==> src/rtl/particle_streamer.sv <==
// rtl/particle_streamer.sv - walks particle BRAM once per frame and hands each position to the projector.
// Optional build macro PARTICLE_CULL_BEHIND_EN drops particles whose f_z sign bit is set.
`timescale 1ns/1ps
module particle_streamer #(
    parameter int NUM_PARTICLES = 64,
    parameter int ADDR_WIDTH    = (NUM_PARTICLES > 1) ? $clog2(NUM_PARTICLES) : 1
) (
    input  logic                  clk_in,
    input  logic                  rst_in,
    input  logic                  frame_start_in,
    output logic [ADDR_WIDTH-1:0] mem_addr_out,
    input  logic [47:0]           mem_data_in,
    input  logic                  projector_ready_in,
    output logic [15:0]           f_x_out,
    output logic [15:0]           f_y_out,
    output logic [15:0]           f_z_out,
    output logic                  data_valid_out,
    output logic                  busy_out,
    output logic                  frame_done_out
);

    typedef enum logic [1:0] {
        S_IDLE    = 2'd0,
        S_FETCH   = 2'd1,
        S_WAIT    = 2'd2,
        S_PRESENT = 2'd3
    } state_t;

    state_t                state_q;
    logic                  wait_cnt_q;
    logic [ADDR_WIDTH-1:0] addr_q;
    logic [15:0]           f_x_q;
    logic [15:0]           f_y_q;
    logic [15:0]           f_z_q;
    logic                  valid_q;
    logic                  busy_q;
    logic                  done_q;

    logic cull_d;
    logic last_d;
    logic advance_d;

`ifdef PARTICLE_CULL_BEHIND_EN
    assign cull_d = mem_data_in[15];
`else
    assign cull_d = 1'b0;
`endif

    assign last_d = (addr_q == ADDR_WIDTH'(NUM_PARTICLES - 1));

    // A culled slot sits in PRESENT with valid low and advances unconditionally.
    assign advance_d = valid_q ? projector_ready_in : 1'b1;

    always_ff @(posedge clk_in or negedge rst_in) begin
        if (!rst_in) begin
            state_q    <= S_IDLE;
            wait_cnt_q <= 1'b0;
            addr_q     <= '0;
            f_x_q      <= '0;
            f_y_q      <= '0;
            f_z_q      <= '0;
            valid_q    <= 1'b0;
            busy_q     <= 1'b0;
            done_q     <= 1'b0;
        end else begin
            done_q <= 1'b0;
            case (state_q)
                S_IDLE: begin
                    // A pulse landing on the done cycle is dropped, not deferred.
                    if (frame_start_in && !done_q) begin
                        state_q <= S_FETCH;
                        busy_q  <= 1'b1;
                        addr_q  <= '0;
                    end
                end
                S_FETCH: begin
                    state_q    <= S_WAIT;
                    wait_cnt_q <= 1'b0;
                end
                S_WAIT: begin
                    if (wait_cnt_q) begin
                        state_q <= S_PRESENT;
                        if (!cull_d) begin
                            f_x_q   <= mem_data_in[47:32];
                            f_y_q   <= mem_data_in[31:16];
                            f_z_q   <= mem_data_in[15:0];
                            valid_q <= 1'b1;
                        end
                    end else begin
                        wait_cnt_q <= 1'b1;
                    end
                end
                S_PRESENT: begin
                    if (advance_d) begin
                        valid_q <= 1'b0;
                        if (last_d) begin
                            state_q <= S_IDLE;
                            busy_q  <= 1'b0;
                            done_q  <= 1'b1;
                            addr_q  <= '0;
                        end else begin
                            state_q <= S_FETCH;
                            addr_q  <= addr_q + ADDR_WIDTH'(1);
                        end
                    end
                end
                default: begin
                    state_q <= S_IDLE;
                    busy_q  <= 1'b0;
                    valid_q <= 1'b0;
                end
            endcase
        end
    end

    assign mem_addr_out   = addr_q;
    assign f_x_out        = f_x_q;
    assign f_y_out        = f_y_q;
    assign f_z_out        = f_z_q;
    assign data_valid_out = valid_q;
    assign busy_out       = busy_q;
    assign frame_done_out = done_q;

endmodule

==> config.mk <==
export PLATFORM = sky130hd
export DESIGN_NAME = particle_streamer
export DESIGN_NICKNAME = d
export VERILOG_FILES = /design/src/rtl/particle_streamer.sv
export SDC_FILE = /design/constraint.sdc
export NUM_CORES = 1
export LEC_CHECK = 0
export BUFFER_PORTS_ARGS = -buffer_cell sky130_fd_sc_hd__buf_2
export CAP_MARGIN = 0
export CORE_UTILIZATION = 45
export DETAILED_ROUTE_END_ITERATION = 6
export PLACE_DENSITY = 0.77
export SLEW_MARGIN = 20
export SYNTH_ARGS = -nofsm -noshare
export SYNTH_HDL_FRONTEND = slang
export SYNTH_SLANG_ARGS = --single-unit
==> constraint.sdc <==
create_clock -name clk_in -period 4.45 [get_ports clk_in]
set_clock_uncertainty 0.05 [all_clocks]
set_input_delay 0.89 -clock clk_in [delete_from_list [all_inputs] [get_ports clk_in]]
set_output_delay 0.89 -clock clk_in [all_outputs]
set_load 0.02 [all_outputs]
Word level (Yosys, flattened, before mapping) --
Cells that the tools add are included.
Storage, ports and cells: register bits 60, input port bits 52, word-level logic and storage cells 50
Cells by class: reductions and logical operators 11, muxes and demuxes 21, add/subtract/negate cells 1, eq/ne operators 8
Operator list (number):
- two-way mux 6 bit | 3
- one-hot mux 6 bit (2 select lines) | 1
- two-way mux 1 bit | 10
- AND reduction 3 bit | 3
- inequality test 2 bit, second input constant | 4
- one-hot mux 2 bit (4 select lines) | 1
- adder 6 x 1 -> 6 bit, second input constant | 1
- equality test 6 bit, second input constant | 1
- two-way mux 2 bit | 3
- one-hot mux 1 bit (2 select lines) | 3
- nonzero test 2 bit | 3
- equality test 2 bit, second input constant | 2
- AND reduction 4 bit | 1
- equality test 2 x 1 -> 1 bit, second input constant | 1
- zero test 2 bit | 1
- AND reduction 2 bit | 1
- logical AND 1 bit | 1
- zero test 1 bit | 1

Logic depth before layout (Yosys ltp) --
Gate-level depths: netlist of run 1.
word-level depth 4, gate-level depth with buffers 6, gate-level depth less buffers 6

Worst setup path after synthesis of run 1 --
Ideal clock, no wire load.
path kind input-to-reg, from in projector_ready_in, to reg addr_q[4], in the netlist mem_addr_out[4], path slack 2.654 ns, library setup time 0.121 ns, arrival time 1.625 ns, stages 3, path buffers 0, cell sequence and3b_4 -> a211o_4 -> a22o_1
On the way: word-level cells in the longest chain between the ends 3
RTL lines:
- from (decl) | RTL line 13 | input logic projector_ready_in,
- two-way mux 1 bit | RTL line 52 | assign advance_d = valid_q ? projector_ready_in : 1'b1;
- inequality test 2 bit (no source line)
- AND reduction 3 bit (no source line)
- to (signal assigned) | RTL line 103 | addr_q <= addr_q + ADDR_WIDTH'(1);
- to (decl) | RTL line 31 | logic [ADDR_WIDTH-1:0] addr_q;
No other way between the ends. A chain may end at the register's enable or synchronous reset.

Final worst setup path of run 1 --
from reg valid_q, in the netlist data_valid_out, to out data_valid_out
RTL lines:
- from (decl) | RTL line 35 | logic valid_q;
- from (signal assigned) | RTL line 62 | valid_q <= 1'b0;
- from (signal assigned) | RTL line 87 | valid_q <= 1'b1;
- from (signal assigned) | RTL line 95 | valid_q <= 1'b0;
- to (decl) | RTL line 17 | output logic data_valid_out,
No word-level cell between the ends.

==> results.ini, run 1 <==
[status]
status = completed

[min_path]
worstHoldStart = f_x_out[14]$_DFFE_PN0P_
worstHoldPathType = reg2reg
whs_path_depth = 1
min_to = f_x_out[14]$_DFFE_PN0P_

[global_routing]
antenna_found_initial = 0
grt_pass1_vias = 1770
grt_max_degree = 49
track_usage_pct = 18.6
grt_pass1_wl_um = 8340
grt.overflow.total = 0

[clock_tree]
cts_resized = 0
cts_tree = done
hold_buffers = 0
clkSlewWorstSetupHoldPaths_ps = 70
htree_levels = 3
clkSinkCount = 60
clk-insertion-delay-late_ps = 320
root_buffer = clkbuf_8
postCtsSetupBuffers = 0
ctsLongestPathBuffers = 2
numCtsBuffers = 9

[critical_path]
worstPathArrival_ps = 960
r2r_cells = 4
worst-path-max-fanout = 6
r2r_end = f_x_out[13]$_DFFE_PN0P_
startpoint_type = flip-flop
worstReg2RegStart = state_q[0]$_DFFE_PN0P_
crit_chain = buf_2
cp_slowest_stage_delay_ps = 440
cp-end-kind = output port
rrSetupSlack_ps = 2590
critPathSlowestCell = dfrtp_1
path_delay_family = flip-flops
critPathBufInv = 1
path_class = reg2out
required_ps = 3510

[synth]
synth-seq-cells = 60
netlist_area_um2 = 2480
ys_warn_count = 0
ys_seq_area_share_pct = 60.5
netlist_instances = 169
synth_fp_nets = 226
synth_cell_types = 27
synth.avg_cell_area_um2 = 14.7

[drt]
dr_wl_met3_um = 369
viasPerCell = 4.96
wl_met2_um = 2190
drt_iter0_drc = 73
routedLengthMet1_um = 2220
wl_per_cell_um = 13.5
drc = 0
vias = 1775
dr.max_layer_used = met4
totalWireLength_um = 4830
drt-pass1-iter-count = 7
ant_nets = 0

[floorplan]
core_um2 = 5200
dieArea_um2 = 5810
chipWidth_um = 76.3
initial_core_util_pct = 47.7
rows = 26
io_pins = 109
die_height_um = 76.3

[layout]
syn_to_final_growth_pct = 30.8
postLayoutCoreUtil_pct = 62.3
nets = 340
layout-drive-gt1-share_pct = 55.2
fillers = 429
diodes = 0
final_common_cell = buf_2
final_cell_mix = 108 x buf_2, 60 x dfrtp_1, 29 x mux2_2

[timing]
fin_crit_sh_pct = 42.8
final_hold_viol_count = 0
worst_slack_ps = 2550
worst_pin_slew_ps = 631
finalSetupViolCount = 0
relSlewSlack_pct = 57.9
fin_tns_setup_ps = 0
grt_setup_unrepaired = false
min_period_ps = 1900
finalMaxSlewViolations = 0
fmax_mhz = 525

[pwr]
peakVddDrop_mv = 0.387
leakage_uw = 0.00162
power_density_nw_per_um2 = 736

[place]
place_ws_ps = 2240
port_buffers = 108
dpl.hpwl_um = 3490
finalWeightedCongestion = 0.813

[flow_run]
cap_violations = 0

==> Yosys cell counts (all sizes together) <==
library cell / n / share of area [%]
and3: 2 / 0.50
nor2: 3 / 0.45
nand2: 7 / 1.1
nand3: 3 / 0.60
a221oi: 2 / 1.2
a211oi: 1 / 0.30
a211o: 1 / 0.71
nand3b: 1 / 0.30
a21o: 1 / 0.30
a22o: 3 / 1.1
dfrtp: 60 / 61
nand2b: 5 / 1.6
a31oi: 2 / 0.50
a41oi: 1 / 0.35
a32o: 1 / 0.40
buf: 6 / 2.0
inv: 5 / 0.76
o21ai: 8 / 1.6
and3b: 1 / 0.50
mux2: 49 / 22
ha: 5 / 2.5
a21oi: 1 / 0.20
a32oi: 1 / 0.35
==> power breakdown <==
group,internal [uW],leakage (uW),switching [uW],total (uW)
Sequential,799,0.000712,132,932
Clock,213,0.0000889,195,408
Combinational,432,0.000821,618,1050
Total,1440,0.00162,945,2390
==> worst max-delay path by stage <==
| stage | startpoint | end | slack (ps) | cells after the start |
|---|---|---|---|---|
| 6_report | data_valid_out$_DFFE_PN0P_ | data_valid_out | 2550 | 1 |
| 3_5_place_dp | state_q[0]$_DFFE_PN0P_ | f_x_out[13]$_DFFE_PN0P_ | 2240 | 4 |
| 5_1_grt | state_q[0]$_DFFE_PN0P_ | f_z_out[1]$_DFFE_PN0P_ | 2450 | 4 |
| 2_1_floorplan | projector_ready_in | mem_addr_out[4]$_DFFE_PN0P_ | 2650 | 3 |
| 3_3_place_gp | state_q[0]$_DFFE_PN0P_ | f_x_out[11]$_DFFE_PN0P_ | 2290 | 4 |
| 4_1_cts | state_q[0]$_DFFE_PN0P_ | f_x_out[13]$_DFFE_PN0P_ | 2220 | 4 |
==> layer usage <==
layer | up-vias | GRT usage (%)
li1 | 835 | -
met1 | 845 | 24.3
met2 | 87 | 28.6
met3 | 8 | 5.75
met4 | 0 | 7.88
met5 | - | 0
==> metrics by stage <==
step,cells,total power [uW],hold slack (ps),area [um^2]
detailed placement,342,1990,426,3070
global route,358,2550,462,3240
CTS,358,2420,441,3240
floorplan,169,1640,507,2480
finish,358,2390,436,3240
global placement,342,1960,418,3070
==> cell families (layout without fill, tap and decap cells) <==
| family | count (synthesis) | count (layout) | synth area share (%) |
|---|---|---|---|
| mux | 49 | 49 | 22.2 |
| simple gates | 22 | 22 | 4.99 |
| flops | 60 | 60 | 60.5 |
| buf+inv | 11 | 130 | 2.72 |
| compound gates | 22 | 22 | 7.01 |
| fa+ha+maj | 5 | 5 | 2.52 |
==> area by class of cell <==
cell class,instances,area (um^2),share of cell area (%)
sequential,60,1500,46.3
multi-input combinational,98,920,28.3
timing repair buffer,109,548,16.9
clock buffer,11,141,4.36
tap,70,87.6,2.70
clock inverter,5,27.5,0.848
inverter,5,18.8,0.578
==> flip-flops by register name, summed over array words and instances (netlist names) <==
signal / count
f_z_out: 16
frame_done_out: 1
state_q: 2
f_y_out: 16
busy_out: 1
mem_addr_out: 6
wait_cnt_q: 1
data_valid_out: 1
f_x_out: 16
(Power assumes the default switching activity.)
==> run 2, diff against run 1 <==
--- a/config.mk
+++ b/config.mk
@@ -7,9 +7,9 @@
 export LEC_CHECK = 0
 export BUFFER_PORTS_ARGS = -buffer_cell sky130_fd_sc_hd__buf_2
 export CAP_MARGIN = 0
-export CORE_UTILIZATION = 45
+export CORE_UTILIZATION = 42
 export DETAILED_ROUTE_END_ITERATION = 6
-export PLACE_DENSITY = 0.77
+export PLACE_DENSITY = 0.75
 export SLEW_MARGIN = 20
 export SYNTH_ARGS = -nofsm -noshare
 export SYNTH_HDL_FRONTEND = slang
==> constraint.sdc (replaced) <==
create_clock -name clk_in -period 1.7 [get_ports clk_in]
set_clock_uncertainty 0.05 [all_clocks]
set_input_delay 0.34 -clock clk_in [delete_from_list [all_inputs] [get_ports clk_in]]
set_output_delay 0.34 -clock clk_in [all_outputs]
set_load 0.02 [all_outputs]
==> run 2 against run 1 <==
Against the previous run: non-clock buffer count up 5; design area up 4.2%; count of clock-buffer cells in the layout grew 2; hold slack got worse by 270 ps; critical path type is now reg2reg; setup slack worse by 2500 ps; largest cell class unchanged; sequential power grew to 2.6 times the previous value.
==> results.ini, run 2 (synthesis gave the netlist of run 1 again) <==
[flow_run]
cap_violations = 0  ; unchanged

[clock_tree]
ctsLongestPathBuffers = 2  ; unchanged
clkSlewWorstSetupHoldPaths_ps = 70  ; about the same
root_buffer = clkbuf_8
clk-insertion-delay-late_ps = 330  ; about the same
numCtsBuffers = 9  ; unchanged
htree_levels = 3  ; unchanged
clkSinkCount = 60  ; unchanged
cts_tree = done
postCtsSetupBuffers = 0  ; unchanged

[timing]
min_period_ps = 1630
finalSetupViolCount = 0  ; unchanged
holdWs_ps = 165  ; -271 ps
finalMaxSlewViolations = 0  ; unchanged
final_hold_viol_count = 0  ; unchanged
fin_tns_setup_ps = 0  ; unchanged
relSlewSlack_pct = 76.2  ; +18 points
fin_crit_sh_pct = 95.8
grt_setup_unrepaired = false
fmax_mhz = 614
worst_pin_slew_ps = 357  ; -274 ps

[drt]
viasPerCell = 4.87  ; -1.7%
wl_per_cell_um = 13.9  ; +3.1%
dr_wl_met3_um = 437  ; +18%
dr.max_layer_used = met4
drt-pass1-iter-count = 4  ; -3
routedLengthMet1_um = 2230  ; +0.45%
ant_nets = 0  ; unchanged
wl_met2_um = 2320  ; +5.6%
vias = 1779  ; +0.23%
drc = 0  ; unchanged
drt_iter0_drc = 32  ; -56%
totalWireLength_um = 5080  ; +5.2%

[pwr]
peakVddDrop_mv = 0.848  ; +120%
power_density_nw_per_um2 = 1950  ; +160%
leakage_uw = 0.00167  ; +3.2%
fin_total_pwr_uw = 6590  ; +180%

[floorplan]
chipWidth_um = 78.9  ; +3.4%
rows = 27  ; +3.8%
initial_core_util_pct = 44.2  ; -3.4 points
core_um2 = 5610  ; +7.7%
die_height_um = 78.9  ; +3.4%
dieArea_um2 = 6220  ; +6.9%
io_pins = 109  ; unchanged

[global_routing]
grt.overflow.total = 0  ; unchanged
grt_pass1_wl_um = 8030  ; -3.7%
antenna_found_initial = 0  ; unchanged
track_usage_pct = 17.1  ; -1.4 points
grt_max_degree = 61  ; +24%
grt_pass1_vias = 1730  ; -2.3%

[layout]
final_cell_mix = 108 x buf_2, 60 x dfrtp_1, 29 x mux2_2
postLayoutCoreUtil_pct = 60.3  ; -2.0 points
syn_to_final_growth_pct = 36.3
layout-drive-gt1-share_pct = 56.3  ; +1.1 points
nets = 345  ; +1.5%
layout.cells.non_filler = 365  ; +2.0%
final_common_cell = buf_2
diodes = 0  ; unchanged

[critical_path]
crit_chain = ha_1 -> and3b_4 -> a211o_4 -> a22o_1
cp-end-kind = flip-flop
required_ps = 1870  ; -1640 ps
path_delay_family = compound AO/OA/AOI/OAI gates
path_class = reg2reg
critPathSlowestCell = dfrtp_1
critPathBufInv = 0  ; -1
worst-path-max-fanout = 6  ; unchanged
worstPathArrival_ps = 1800  ; +840 ps
cp_slowest_stage_delay_ps = 420  ; -20 ps
startpoint_type = flip-flop

[place]
finalWeightedCongestion = 0.753  ; -7.3%
dpl.hpwl_um = 3740  ; +7.0%
port_buffers = 108  ; unchanged
place_inst = 348  ; +1.8%

[status]
status = completed

[min_path]
worstHoldPathType = in2reg

run 2: through the flow:
| stage | cell area [um^2] | worst slack (ps) |
|---|---|---|
| floorplan | 2480 | 88.2 |
| global placement | 3150 | 105 |
| CTS | 3380 | 34.8 |
| detailed placement | 3150 | 44.9 |
| global route | 3380 | 4.45 |
| finish | 3380 | 71.8 |
run 2: metal layers:
layer  track usage (%)  up-vias
met5                 0        -
met4              8.18        0
met3              6.44       12
met2              26.5       77
met1              21.1      849
li1                  -      841
run 2: final cells by class:
class                   instances  area [um^2]
clock buffers                  13          169
clock inverters                 3         43.8
repair buffers                114          638
fillers                       460         2230
inverters                       5         18.8
multi-input cells              98          920
flip-flops and latches         60         1500
well taps                      72         90.1
run 2: worst paths after layout:
kind / from / to / slack, ps / cells past startpoint
worst min-delay path: mem_data_in[36] / f_x_out[4]$_DFFE_PN0P_ / 170 / 2
worst max register to register: state_q[1]$_DFFE_PN0P_ / mem_addr_out[4]$_DFFE_PN0P_ / 70 / 4
max in group asynchronous: rst_in / mem_addr_out[1]$_DFFE_PN0P_ / 840 / 3
worst min register to register: f_z_out[7]$_DFFE_PN0P_ / f_z_out[7]$_DFFE_PN0P_ / 440 / 1
worst max-delay path: state_q[1]$_DFFE_PN0P_ / mem_addr_out[4]$_DFFE_PN0P_ / 70 / 4
min in group asynchronous: rst_in / f_x_out[3]$_DFFE_PN0P_ / 500 / 3
run 2: power by group:
group / total [uW] / switching, uW / internal (uW)
sequential: 2440 / 346 / 2090
combinational: 2810 / 1620 / 1190
clock: 1340 / 540 / 798
run 2: what timing repair did:
action | CTS | global route
hold endpoints to repair | 60 | 0
hold buffers | 1 | 0
resized for setup | 0 | 2
setup endpoints to repair | 0 | 15
